## config.mk

```make
export PLATFORM = sky130hd
export DESIGN_NAME = tstate_seq_flat
export DESIGN_NICKNAME = d
export VERILOG_FILES = /design/src/rtl/tstate_seq_if.sv /design/src/rtl/tstate_seq.sv /design/src/flat_wrapper.sv
export SDC_FILE = /design/constraint.sdc
export NUM_CORES = 1
export LEC_CHECK = 0
export ABC_AREA = 1
export CORE_ASPECT_RATIO = 1.5
export CORE_MARGIN = 3
export CORE_UTILIZATION = 53
export DETAILED_ROUTE_END_ITERATION = 12
export GPL_TIMING_DRIVEN = 1
export PLACE_DENSITY = 0.77
export SYNTH_ARGS = -nofsm -noshare
export SYNTH_HDL_FRONTEND = slang
export SYNTH_SLANG_ARGS = --single-unit
```

## constraint.sdc

```tcl
create_clock -name clock -period 1.9 [get_ports clock]
set_input_delay 0.19 -clock clock [delete_from_list [all_inputs] [get_ports clock]]
set_output_delay 0.19 -clock clock [all_outputs]
set_load 0.005 [all_outputs]
```

## src/rtl/tstate_seq_if.sv

```systemverilog
// Bus and descriptor bundle for the T-state sequencer.
// "master" is the sequencer side; "slave" is the decoder/pin side.
interface tstate_seq_if;
    logic [2:0] mc_type;
    logic [3:0] mc_len;
    logic       mc_last;
    logic       mc_incpc;
    logic       halt_req;
    logic       int_req;
    logic       ready;
    logic       hold;

    logic [3:0] tnum;
    logic       in_wait;
    logic       in_hold;
    logic       in_halt;
    logic [2:0] status;
    logic       ale;
    logic       rd;
    logic       wr;
    logic       inta;
    logic       inc_pc;
    logic       cyc_done;
    logic       wait_tmo;

    modport master (
        input  mc_type, mc_len, mc_last, mc_incpc, halt_req, int_req, ready, hold,
        output tnum, in_wait, in_hold, in_halt, status, ale, rd, wr, inta,
               inc_pc, cyc_done, wait_tmo
    );

    modport slave (
        output mc_type, mc_len, mc_last, mc_incpc, halt_req, int_req, ready, hold,
        input  tnum, in_wait, in_hold, in_halt, status, ale, rd, wr, inta,
               inc_pc, cyc_done, wait_tmo
    );
endinterface

```

## src/rtl/tstate_seq.sv

```systemverilog
// 8085-class T-state / machine-cycle sequencer with programmable cycle length,
// WAIT insertion (optional timeout), HOLD/HLDA, HALT and interrupt-acknowledge entry.
module tstate_seq #(
    parameter int MAX_T      = 6,
    parameter int WAIT_LIMIT = 0,
    parameter int HOLD_ANY   = 0
) (
    input  logic         clock,
    input  logic         reset,
    tstate_seq_if.master bus
);

    typedef enum logic [2:0] {
        ST_RST,
        ST_TSTATE,
        ST_WAIT,
        ST_HOLD,
        ST_HALT
    } state_t;

    localparam int         WCW     = 16;
    localparam logic [3:0] MAX_T_L = 4'(MAX_T);

    state_t           state, state_nxt;
    logic [3:0]       tcur, tcur_nxt;
    logic [2:0]       cur_type;
    logic [3:0]       cur_len;
    logic             cur_last;
    logic             cur_incpc;
    logic             from_halt, from_halt_nxt;
    logic [WCW-1:0]   wait_cnt, wait_cnt_nxt;
    logic             load_desc;
    logic             tmo_nxt;
    logic [2:0]       type_nxt;
    logic [3:0]       len_nxt;
    logic             strobe_nxt;

    logic [3:0]       tnum_q;
    logic             in_wait_q, in_hold_q, in_halt_q;
    logic [2:0]       status_q;
    logic             ale_q, rd_q, wr_q, inta_q, inc_pc_q, cyc_done_q, wait_tmo_q;

    function automatic logic [3:0] clamp_len(input logic [3:0] len);
        if (len < 4'd3)
            return 4'd3;
        else if (len > MAX_T_L)
            return MAX_T_L;
        else
            return len;
    endfunction

    // Next-state decode; TW keeps tcur at 2 so tnum shows the T-state being stretched.
    always_comb begin
        state_nxt     = state;
        tcur_nxt      = tcur;
        from_halt_nxt = from_halt;
        wait_cnt_nxt  = '0;
        load_desc     = 1'b0;
        tmo_nxt       = 1'b0;

        case (state)
            ST_RST: begin
                state_nxt = ST_TSTATE;
                tcur_nxt  = 4'd1;
                load_desc = 1'b1;
            end

            ST_TSTATE: begin
                if (tcur == cur_len) begin
                    if (bus.hold && ((HOLD_ANY != 0) || cur_last)) begin
                        state_nxt     = ST_HOLD;
                        tcur_nxt      = 4'd0;
                        from_halt_nxt = bus.halt_req;
                    end else if (bus.halt_req) begin
                        state_nxt = ST_HALT;
                        tcur_nxt  = 4'd0;
                    end else begin
                        tcur_nxt  = 4'd1;
                        load_desc = 1'b1;
                    end
                end else if (tcur == 4'd2 && !bus.ready && cur_type != 3'd6) begin
                    state_nxt    = ST_WAIT;
                    wait_cnt_nxt = WCW'(1);
                end else begin
                    tcur_nxt = tcur + 4'd1;
                end
            end

            ST_WAIT: begin
                if (bus.ready) begin
                    state_nxt = ST_TSTATE;
                    tcur_nxt  = 4'd3;
                end else if ((WAIT_LIMIT != 0) && (wait_cnt >= WCW'(WAIT_LIMIT))) begin
                    state_nxt = ST_TSTATE;
                    tcur_nxt  = 4'd3;
                    tmo_nxt   = 1'b1;
                end else begin
                    wait_cnt_nxt = (&wait_cnt) ? wait_cnt : wait_cnt + WCW'(1);
                end
            end

            ST_HOLD: begin
                if (!bus.hold) begin
                    if (from_halt) begin
                        state_nxt     = ST_HALT;
                        from_halt_nxt = 1'b0;
                    end else begin
                        state_nxt = ST_TSTATE;
                        tcur_nxt  = 4'd1;
                        load_desc = 1'b1;
                    end
                end
            end

            ST_HALT: begin
                if (bus.hold) begin
                    state_nxt     = ST_HOLD;
                    from_halt_nxt = 1'b1;
                end else if (bus.int_req) begin
                    state_nxt = ST_TSTATE;
                    tcur_nxt  = 4'd1;
                    load_desc = 1'b1;
                end
            end

            default: begin
                state_nxt = ST_RST;
                tcur_nxt  = 4'd0;
            end
        endcase

        type_nxt   = load_desc ? bus.mc_type : cur_type;
        len_nxt    = load_desc ? clamp_len(bus.mc_len) : cur_len;
        strobe_nxt = (state_nxt == ST_WAIT) ||
                     (state_nxt == ST_TSTATE && (tcur_nxt == 4'd2 || tcur_nxt == 4'd3));
    end

    // State, latched descriptor and every output register update together.
    always_ff @(posedge clock) begin
        if (reset) begin
            state      <= ST_RST;
            tcur       <= 4'd0;
            cur_type   <= 3'd0;
            cur_len    <= 4'd3;
            cur_last   <= 1'b0;
            cur_incpc  <= 1'b0;
            from_halt  <= 1'b0;
            wait_cnt   <= '0;
            tnum_q     <= 4'd0;
            in_wait_q  <= 1'b0;
            in_hold_q  <= 1'b0;
            in_halt_q  <= 1'b0;
            status_q   <= 3'd0;
            ale_q      <= 1'b0;
            rd_q       <= 1'b0;
            wr_q       <= 1'b0;
            inta_q     <= 1'b0;
            inc_pc_q   <= 1'b0;
            cyc_done_q <= 1'b0;
            wait_tmo_q <= 1'b0;
        end else begin
            state     <= state_nxt;
            tcur      <= tcur_nxt;
            from_halt <= from_halt_nxt;
            wait_cnt  <= wait_cnt_nxt;

            if (load_desc) begin
                cur_type  <= bus.mc_type;
                cur_len   <= clamp_len(bus.mc_len);
                cur_last  <= bus.mc_last;
                cur_incpc <= bus.mc_incpc;
            end

            tnum_q    <= (state_nxt == ST_TSTATE || state_nxt == ST_WAIT) ? tcur_nxt : 4'd0;
            in_wait_q <= (state_nxt == ST_WAIT);
            in_hold_q <= (state_nxt == ST_HOLD);
            in_halt_q <= (state_nxt == ST_HALT);

            if (load_desc)
                status_q <= bus.mc_type;
            else if (state_nxt == ST_HALT)
                status_q <= 3'd7;

            ale_q      <= (state_nxt == ST_TSTATE) && (tcur_nxt == 4'd1);
            rd_q       <= strobe_nxt && (type_nxt == 3'd0 || type_nxt == 3'd1 || type_nxt == 3'd3);
            wr_q       <= strobe_nxt && (type_nxt == 3'd2 || type_nxt == 3'd4);
            inta_q     <= strobe_nxt && (type_nxt == 3'd5);
            inc_pc_q   <= (state == ST_TSTATE) && (tcur == 4'd1) && cur_incpc;
            cyc_done_q <= (state_nxt == ST_TSTATE) && (tcur_nxt == len_nxt);
            wait_tmo_q <= tmo_nxt;
        end
    end

    assign bus.tnum     = tnum_q;
    assign bus.in_wait  = in_wait_q;
    assign bus.in_hold  = in_hold_q;
    assign bus.in_halt  = in_halt_q;
    assign bus.status   = status_q;
    assign bus.ale      = ale_q;
    assign bus.rd       = rd_q;
    assign bus.wr       = wr_q;
    assign bus.inta     = inta_q;
    assign bus.inc_pc   = inc_pc_q;
    assign bus.cyc_done = cyc_done_q;
    assign bus.wait_tmo = wait_tmo_q;

endmodule

```

## src/flat_wrapper.sv

```systemverilog
// flat-port wrapper written by rule: the top's interface ports become plain ports
module tstate_seq_flat 
#(
    parameter int MAX_T      = 6,
    parameter int WAIT_LIMIT = 0,
    parameter int HOLD_ANY   = 0
)
  (clock, reset, bus_mc_type, bus_mc_len, bus_mc_last, bus_mc_incpc, bus_halt_req, bus_int_req, bus_ready, bus_hold, bus_tnum, bus_in_wait, bus_in_hold, bus_in_halt, bus_status, bus_ale, bus_rd, bus_wr, bus_inta, bus_inc_pc, bus_cyc_done, bus_wait_tmo);
  tstate_seq_if bus_i ();
  input  logic clock;
  input  logic reset;
  input wire logic [$bits(bus_i.mc_type)-1:0] bus_mc_type;
  input wire logic [$bits(bus_i.mc_len)-1:0] bus_mc_len;
  input wire logic [$bits(bus_i.mc_last)-1:0] bus_mc_last;
  input wire logic [$bits(bus_i.mc_incpc)-1:0] bus_mc_incpc;
  input wire logic [$bits(bus_i.halt_req)-1:0] bus_halt_req;
  input wire logic [$bits(bus_i.int_req)-1:0] bus_int_req;
  input wire logic [$bits(bus_i.ready)-1:0] bus_ready;
  input wire logic [$bits(bus_i.hold)-1:0] bus_hold;
  output wire logic [$bits(bus_i.tnum)-1:0] bus_tnum;
  output wire logic [$bits(bus_i.in_wait)-1:0] bus_in_wait;
  output wire logic [$bits(bus_i.in_hold)-1:0] bus_in_hold;
  output wire logic [$bits(bus_i.in_halt)-1:0] bus_in_halt;
  output wire logic [$bits(bus_i.status)-1:0] bus_status;
  output wire logic [$bits(bus_i.ale)-1:0] bus_ale;
  output wire logic [$bits(bus_i.rd)-1:0] bus_rd;
  output wire logic [$bits(bus_i.wr)-1:0] bus_wr;
  output wire logic [$bits(bus_i.inta)-1:0] bus_inta;
  output wire logic [$bits(bus_i.inc_pc)-1:0] bus_inc_pc;
  output wire logic [$bits(bus_i.cyc_done)-1:0] bus_cyc_done;
  output wire logic [$bits(bus_i.wait_tmo)-1:0] bus_wait_tmo;
  assign bus_i.mc_type = bus_mc_type;
  assign bus_i.mc_len = bus_mc_len;
  assign bus_i.mc_last = bus_mc_last;
  assign bus_i.mc_incpc = bus_mc_incpc;
  assign bus_i.halt_req = bus_halt_req;
  assign bus_i.int_req = bus_int_req;
  assign bus_i.ready = bus_ready;
  assign bus_i.hold = bus_hold;
  assign bus_tnum = bus_i.tnum;
  assign bus_in_wait = bus_i.in_wait;
  assign bus_in_hold = bus_i.in_hold;
  assign bus_in_halt = bus_i.in_halt;
  assign bus_status = bus_i.status;
  assign bus_ale = bus_i.ale;
  assign bus_rd = bus_i.rd;
  assign bus_wr = bus_i.wr;
  assign bus_inta = bus_i.inta;
  assign bus_inc_pc = bus_i.inc_pc;
  assign bus_cyc_done = bus_i.cyc_done;
  assign bus_wait_tmo = bus_i.wait_tmo;
  tstate_seq #(.MAX_T(MAX_T), .WAIT_LIMIT(WAIT_LIMIT), .HOLD_ANY(HOLD_ANY)) u_core (.clock(clock), .reset(reset), .bus(bus_i));
endmodule
```

# After elaboration in Yosys (flattened, before gate mapping)

Index checks and enable logic that the tools add are counted.

Register bits: 33
Output and inout port bits: 17
Word-level logic and storage cells: 110
Bits of input ports: 15

$add $sub $neg: 1
Muxes and demuxes: 39
Equality and inequality tests: 25
Reduce and logical (&&, ||, !) cells: 24
Magnitude comparators: 2
Bitwise logic cells: 1

Operators by type and width:

| operator              | count |
|---|---|
| $mux W4               | 11 |
| $mux W3               | 12 |
| $pmux W4 S5           | 1 |
| $eq A3 B2 Y1 const B  | 6 |
| $pmux W3 S5           | 1 |
| $eq A3 B3 Y1 const B  | 4 |
| $eq A4 B2 Y1 const B  | 3 |
| $mux W1               | 12 |
| $logic_and A1 B1 Y1   | 11 |
| $eq A3 B1 Y1 const B  | 3 |
| $eq A4 B1 Y1 const B  | 2 |
| $eq A4 B4 Y1          | 2 |
| $logic_not A3 Y1      | 2 |
| $logic_or A1 B1 Y1    | 6 |
| $reduce_and A5 Y1     | 1 |
| $add A4 B1 Y4 const B | 1 |
| $gt A4 B3 Y1 const B  | 1 |
| $lt A4 B2 Y1 const B  | 1 |
| $ne A2 B1 Y1 const B  | 2 |
| $ne A2 B2 Y1 const B  | 2 |
| $pmux W1 S4           | 1 |
| $ne A3 B3 Y1 const B  | 1 |
| $pmux W1 S3           | 1 |
| $reduce_bool A3 Y1    | 1 |
| other kinds (4)       | 4 |

# Longest topological paths before layout

Gate-level depths: netlist of the first run.

Word-level depth: 11
Depth in mapped cells: 15
Depth with buffers taken out: 14

# Worst setup path before layout of the first run

Ideal clock, no wire load.

Path kind: reg-to-reg
Start: register u_core.tcur[1]
End: register u_core.wr_q (netlist: u_core.bus.wr)
Data required time: 1.781 ns
Data arrival time: 1.429 ns
Library setup time: 0.119 ns
Period minus slack after synthesis: 1.548 ns
Slack: 0.352 ns
Buffers on the path: 0
Cell stages (with the launch flop): 13
Cells stage by stage: dfxtp_1 -> ha_1 -> inv_1 -> nor2_1 -> nand3_1 -> nand2_1 -> nand3_1 -> nand2_1 -> inv_2 -> nand2_1 -> nor2_1 -> nor2_1 -> nor2_1

Cells in the longest elaborated chain, start to end: 11
Elaborated cells between the ends (all ways): 30
Those cells by class: add/sub: 1; eq/ne: 8; mux: 14; reduce/logical: 7

RTL lines:

| item                                                                   | RTL line          | text |
|---|---|---|
| start: declaration                                                     | tstate_seq.sv:25  | `logic [3:0] tcur, tcur_nxt;` |
| start signal: assignment                                               | tstate_seq.sv:163 | `tcur <= tcur_nxt;` |
| parallel branches: the longest is 10 deep, another holds $add A4 B1 Y4 | -                 |  |
| $logic_and A1 B1 Y1 *                                                  | tstate_seq.sv:186 | `wr_q <= strobe_nxt && (type_nxt == 3'd2 \|\| type_nxt == 3'd4);` |
| end signal: assignment                                                 | tstate_seq.sv:186 |  |
| end: declaration                                                       | tstate_seq.sv:41  | `logic ale_q, rd_q, wr_q, inta_q, inc_pc_q, cyc_done_q, wait_tmo_q;` |

Mark *: on every way between the ends.
A chain may end at the register's enable or synchronous reset.

# Final worst setup path of the first run

Start: register u_core.tcur[0]
End: register u_core.tnum_q[3] (netlist: u_core.bus.tnum[3])

Cells in the longest elaborated chain, start to end: 10
Elaborated cells between the ends (all ways): 16
Those cells by class: add/sub: 1; eq/ne: 4; mux: 6; bitwise: 1; reduce/logical: 4

RTL lines:

| item                                         | RTL line          | text |
|---|---|---|
| $eq A4 B2 Y1                                 | tstate_seq.sv:81  | `end else if (tcur == 4'd2 && !bus.ready && cur_type != 3'd6) begin` |
| $logic_and A1 B1 Y1 (2 in a row)             | tstate_seq.sv:81  |  |
| $mux W3                                      | tstate_seq.sv:81  |  |
| $mux W3                                      | tstate_seq.sv:69  | `if (tcur == cur_len) begin` |
| $pmux W3 S5                                  | tstate_seq.sv:61  | `case (state)` |
| $eq A3 B1 Y1 or $eq A3 B2 Y1 (tied branches) | tstate_seq.sv:174 | `tnum_q <= (state_nxt == ST_TSTATE \|\| state_nxt == ST_WAIT) ? tcur_nxt : 4'd0;` |
| $logic_or A1 B1 Y1                           | tstate_seq.sv:174 |  |
| $not A1 Y1 (no line)                         | -                 |  |
| $reduce_or A2 Y1 (no line)                   | -                 |  |
| end signal: assignment                       | tstate_seq.sv:174 |  |
| end: declaration                             | tstate_seq.sv:38  | `logic [3:0] tnum_q;` |

Parallel ways exist; a longest one is shown, timed or not.

==> results of run 1 <==
worst paths after layout:
path,startpoint,end,cells past startpoint
worst min-delay path,u_core.bus.status[2],u_core.bus.status[2],2
worst min register to register,u_core.bus.status[2],u_core.bus.status[2],2
worst max register to register,u_core.tcur[0],u_core.bus.tnum[3],12
worst max-delay path,u_core.tcur[0],u_core.bus.tnum[3],12
Yosys cell counts (2+ instances only):
master   instances  area (sq um)
nand2_2         15          93.8
nor2_2           2          12.5
nand2_1         70           263
dfxtp_1         33           661
nand3_1         33           165
a31oi_1          2          12.5
inv_2            8          30.0
o21ai_0          6          30.0
nand3_2          3          30.0
nor3b_1          2          15.0
nor2_1          40           150
xor2_1           2          17.5
a21oi_1         13          65.1
nor2_4           5          56.3
ha_1             3          37.5
inv_1           30           113
nand2_4          3          33.8
buf_2            2          10.0
nor3_1           2          10.0
worst reg2reg max path, delay by kind of cell (launching register included):
family / cells / cell delay [ns]
DFF: 1 / 0.38
buffers and inverters: 2 / 0.13
adders and majority gates: 1 / 0.16
and+or+nand+nor: 8 / 0.83
AOI/OAI and AO/OA: 1 / 0.19
layout make-up:
| cell class | instances | area share |
|---|---|---|
| Tap cell | 42 | 0.0212 |
| Inverter | 39 | 0.0610 |
| Clock inverter | 3 | 0.0187 |
| Clock buffer | 5 | 0.0277 |
| Multi-Input combinational cell | 208 | 0.450 |
| Timing Repair Buffer | 40 | 0.151 |
| Sequential cell | 33 | 0.270 |
stage by stage:
step                      instances  hold slack, ns  setup TNS [ns]
after CTS                       370           0.488               0
after floorplan                 285           0.270               0
after global placement          362           0.455               0
after global routing            370           0.518         -0.0545
after detailed placement        362           0.470         -0.0538
final                           370           0.484               0
cells by family (layout without fill, tap and decap cells):
family,Yosys count,after routing
other,1,1
adders and majority gates,3,3
DFF,33,33
buffers and inverters,44,87
xor gates and xnor gates,3,3
and+or+nand+nor,177,177
AOI/OAI and AO/OA,24,24
metal layers:
| metal | part of all wire | routed length, um | vias up | global-route usage |
|---|---|---|---|---|
| li1 | - | - | 970 | - |
| met2 | 0.55 | 2760 | 51 | 0.473 |
| met5 | 0 | 0 | - | 0 |
| met1 | 0.37 | 1830 | 897 | 0.256 |
| met3 | 0.035 | 173 | 22 | 0.0505 |
| met4 | 0.046 | 228 | 0 | 0.105 |
power by group through the flow:
stage	Sequential [W]	Clock [W]	Combinational (W)
after CTS	0.000783	0.000670	0.000479
after global placement	0.000797	0	0.000467
after global routing	0.000794	0.000699	0.000572
after floorplan	0.000791	0	0.000326
final	0.000788	0.000671	0.000508
after detailed placement	0.000799	0	0.000475
sequential cells by signal (all words and copies together), names as in the netlist:
signal / cells
u_core.bus.status: 3
u_core.bus.cyc_done: 1
u_core.bus.inta: 1
u_core.cur_len: 4
u_core.bus.wr: 1
u_core.cur_incpc: 1
u_core.bus.in_wait: 1
u_core.tcur: 4
u_core.state: 3
u_core.bus.inc_pc: 1
u_core.bus.in_hold: 1
u_core.bus.in_halt: 1
u_core.cur_type: 3
u_core.bus.ale: 1
u_core.from_halt: 1
u_core.bus.rd: 1
u_core.cur_last: 1
u_core.bus.tnum: 4
placed cells by master (no fill, tap or decap), drive strengths merged, types with 2 or more instances in the layout:
| master | instances |
|---|---|
| a21oi | 13 |
| a31oi | 2 |
| buf | 10 |
| clkbuf | 5 |
| clkdlybuf4s50 | 30 |
| dfxtp | 33 |
| ha | 3 |
| inv | 39 |
| nand2 | 88 |
| nand3 | 37 |
| nor2 | 47 |
| nor3 | 2 |
| nor3b | 2 |
| o21ai | 7 |
| xor2 | 2 |
==> results.toml, run 1 <==
[synth]
syn-num-nets = 303
synth_cell_types = 30
synth_compound_area_frac = 0.0684
yosys.area_share.xor_xnor = 0.0138
avgSynthCellArea_sq_um = 6.68
yosys_warnings = 0
synth-seq-cells = 33
netlist_area_sq_um = 1900
synth_top_family_by_area = "simple AND/OR/NAND/NOR gates"
synthMuxAreaShare = 0
synthAdderAreaFrac = 0.0197
synthFlopType = "dfxtp_1"
yosysSeqAreaShare = 0.347
synthArstFlopShare = 0
synth_edf_count = 0
yosys.area_share.simple = 0.449
synthCells = 285

[global_route]
grt_pass1_vias = 1902
grt_pass1_wl_um = 8160
grt_max_degree = 13
antenna_found_initial = 0
grt_usage = 0.254
grt.overflow.total = 0

[worst_setup_path]
crit_fanout = 7
crit_slowest_cell = "dfxtp_4"
crit_required_ns = 2.11
crit_chain = "inv_2, ha_1, inv_1, nor2_2, nand3_2, nand2_1, nand2_1, nand3_1, nand2_2, nor2_4, nand2_2, a21oi_1"
cp_slowest_stage_delay_ns = 0.38
cp_num_buf_inv = 2
crit_family = "simple AND/OR/NAND/NOR gates"
r2r_setup_slack_ns = 0.14
criticalPathCategory = "register to register"
critPathLaunchType = "register"
crit_arrival_ns = 1.97
cp-end-kind = "register"

[pwr]
total_power_w = 0.00197
switching_power_w = 0.000620
switching_share = 0.316
combPwrFrac = 0.258
seqPwrFrac = 0.401
intPower_w = 0.00135
vdd_drop_max_mv = 0.751
power.leakage_nw = 1.17
power_density_nw_per_um2 = 792
pwr-share-clk = 0.341

[worst_hold_path]
hp-class = "register to register"

[route]
drt_iter0_markers = 56
wl_per_cell_um = 13.5
ant_nets = 0
drcViolationCount = 0
wl_um = 4990
vias_per_cell = 5.24
first_pass_iters = 4
vias = 1940

[placement]
portBuffers = 30
placed_area_sq_um = 2290
dp_hpwl_um = 3790
place_ws_ns = -0.0430
gp_congestion = 0.933

[clock_network]
cts_hold_buffers = 0
ctsResizeCount = 0
numCtsBuffers = 5
numClockSinks = 33
clk_pin_slew_ns = 0.07
cts_setup_buffers = 0
clkLatencyLatePin_ns = 0.29
cts_root_buf = "clkbuf_8"
h-tree-depth = 2
clockBufferDepth = 2
cts_tree = "yes"

[finish]
regArea_sq_um = 671
finalCoreUtilization = 0.726
fillCellCount = 286
diodes = 0
area_delta_synth_final_pct = 30.4
multi_input_area_sq_um = 1120
fin_nets = 345
design_area_sq_um = 2480
layout-drive-gt1-share = 0.244

[timing]
setup_violations = 0
max_freq_ghz = 0.569
finClkSkew_ns = 0.00627
min_period_ns = 1.76
final-max-slew-violation-count = 0
hold_viol = 0
fin_ws_ns = 0.143
post-route-period-util = 0.925

[floorplan]
core_sq_um = 3420
start_util = 0.557
ios = 32
die_y_um = 79.4
rows = 26
die_w_um = 54.9
die_area_sq_um = 4360

[job]
max-cap-violations = 0

[status]
status = "finished clean"
Power figures use the tool's default switching activity.
==> inputs of run 2 (changes only) <==
--- a/config.mk
+++ b/config.mk
@@ -6,6 +6,7 @@
 export NUM_CORES = 1
 export LEC_CHECK = 0
 export ABC_AREA = 1
+export CAP_MARGIN = 20
 export CORE_ASPECT_RATIO = 1.5
 export CORE_MARGIN = 3
 export CORE_UTILIZATION = 53
==> results of run 2 <==
Final layout, timing and power as in run 1 (identical DEF).
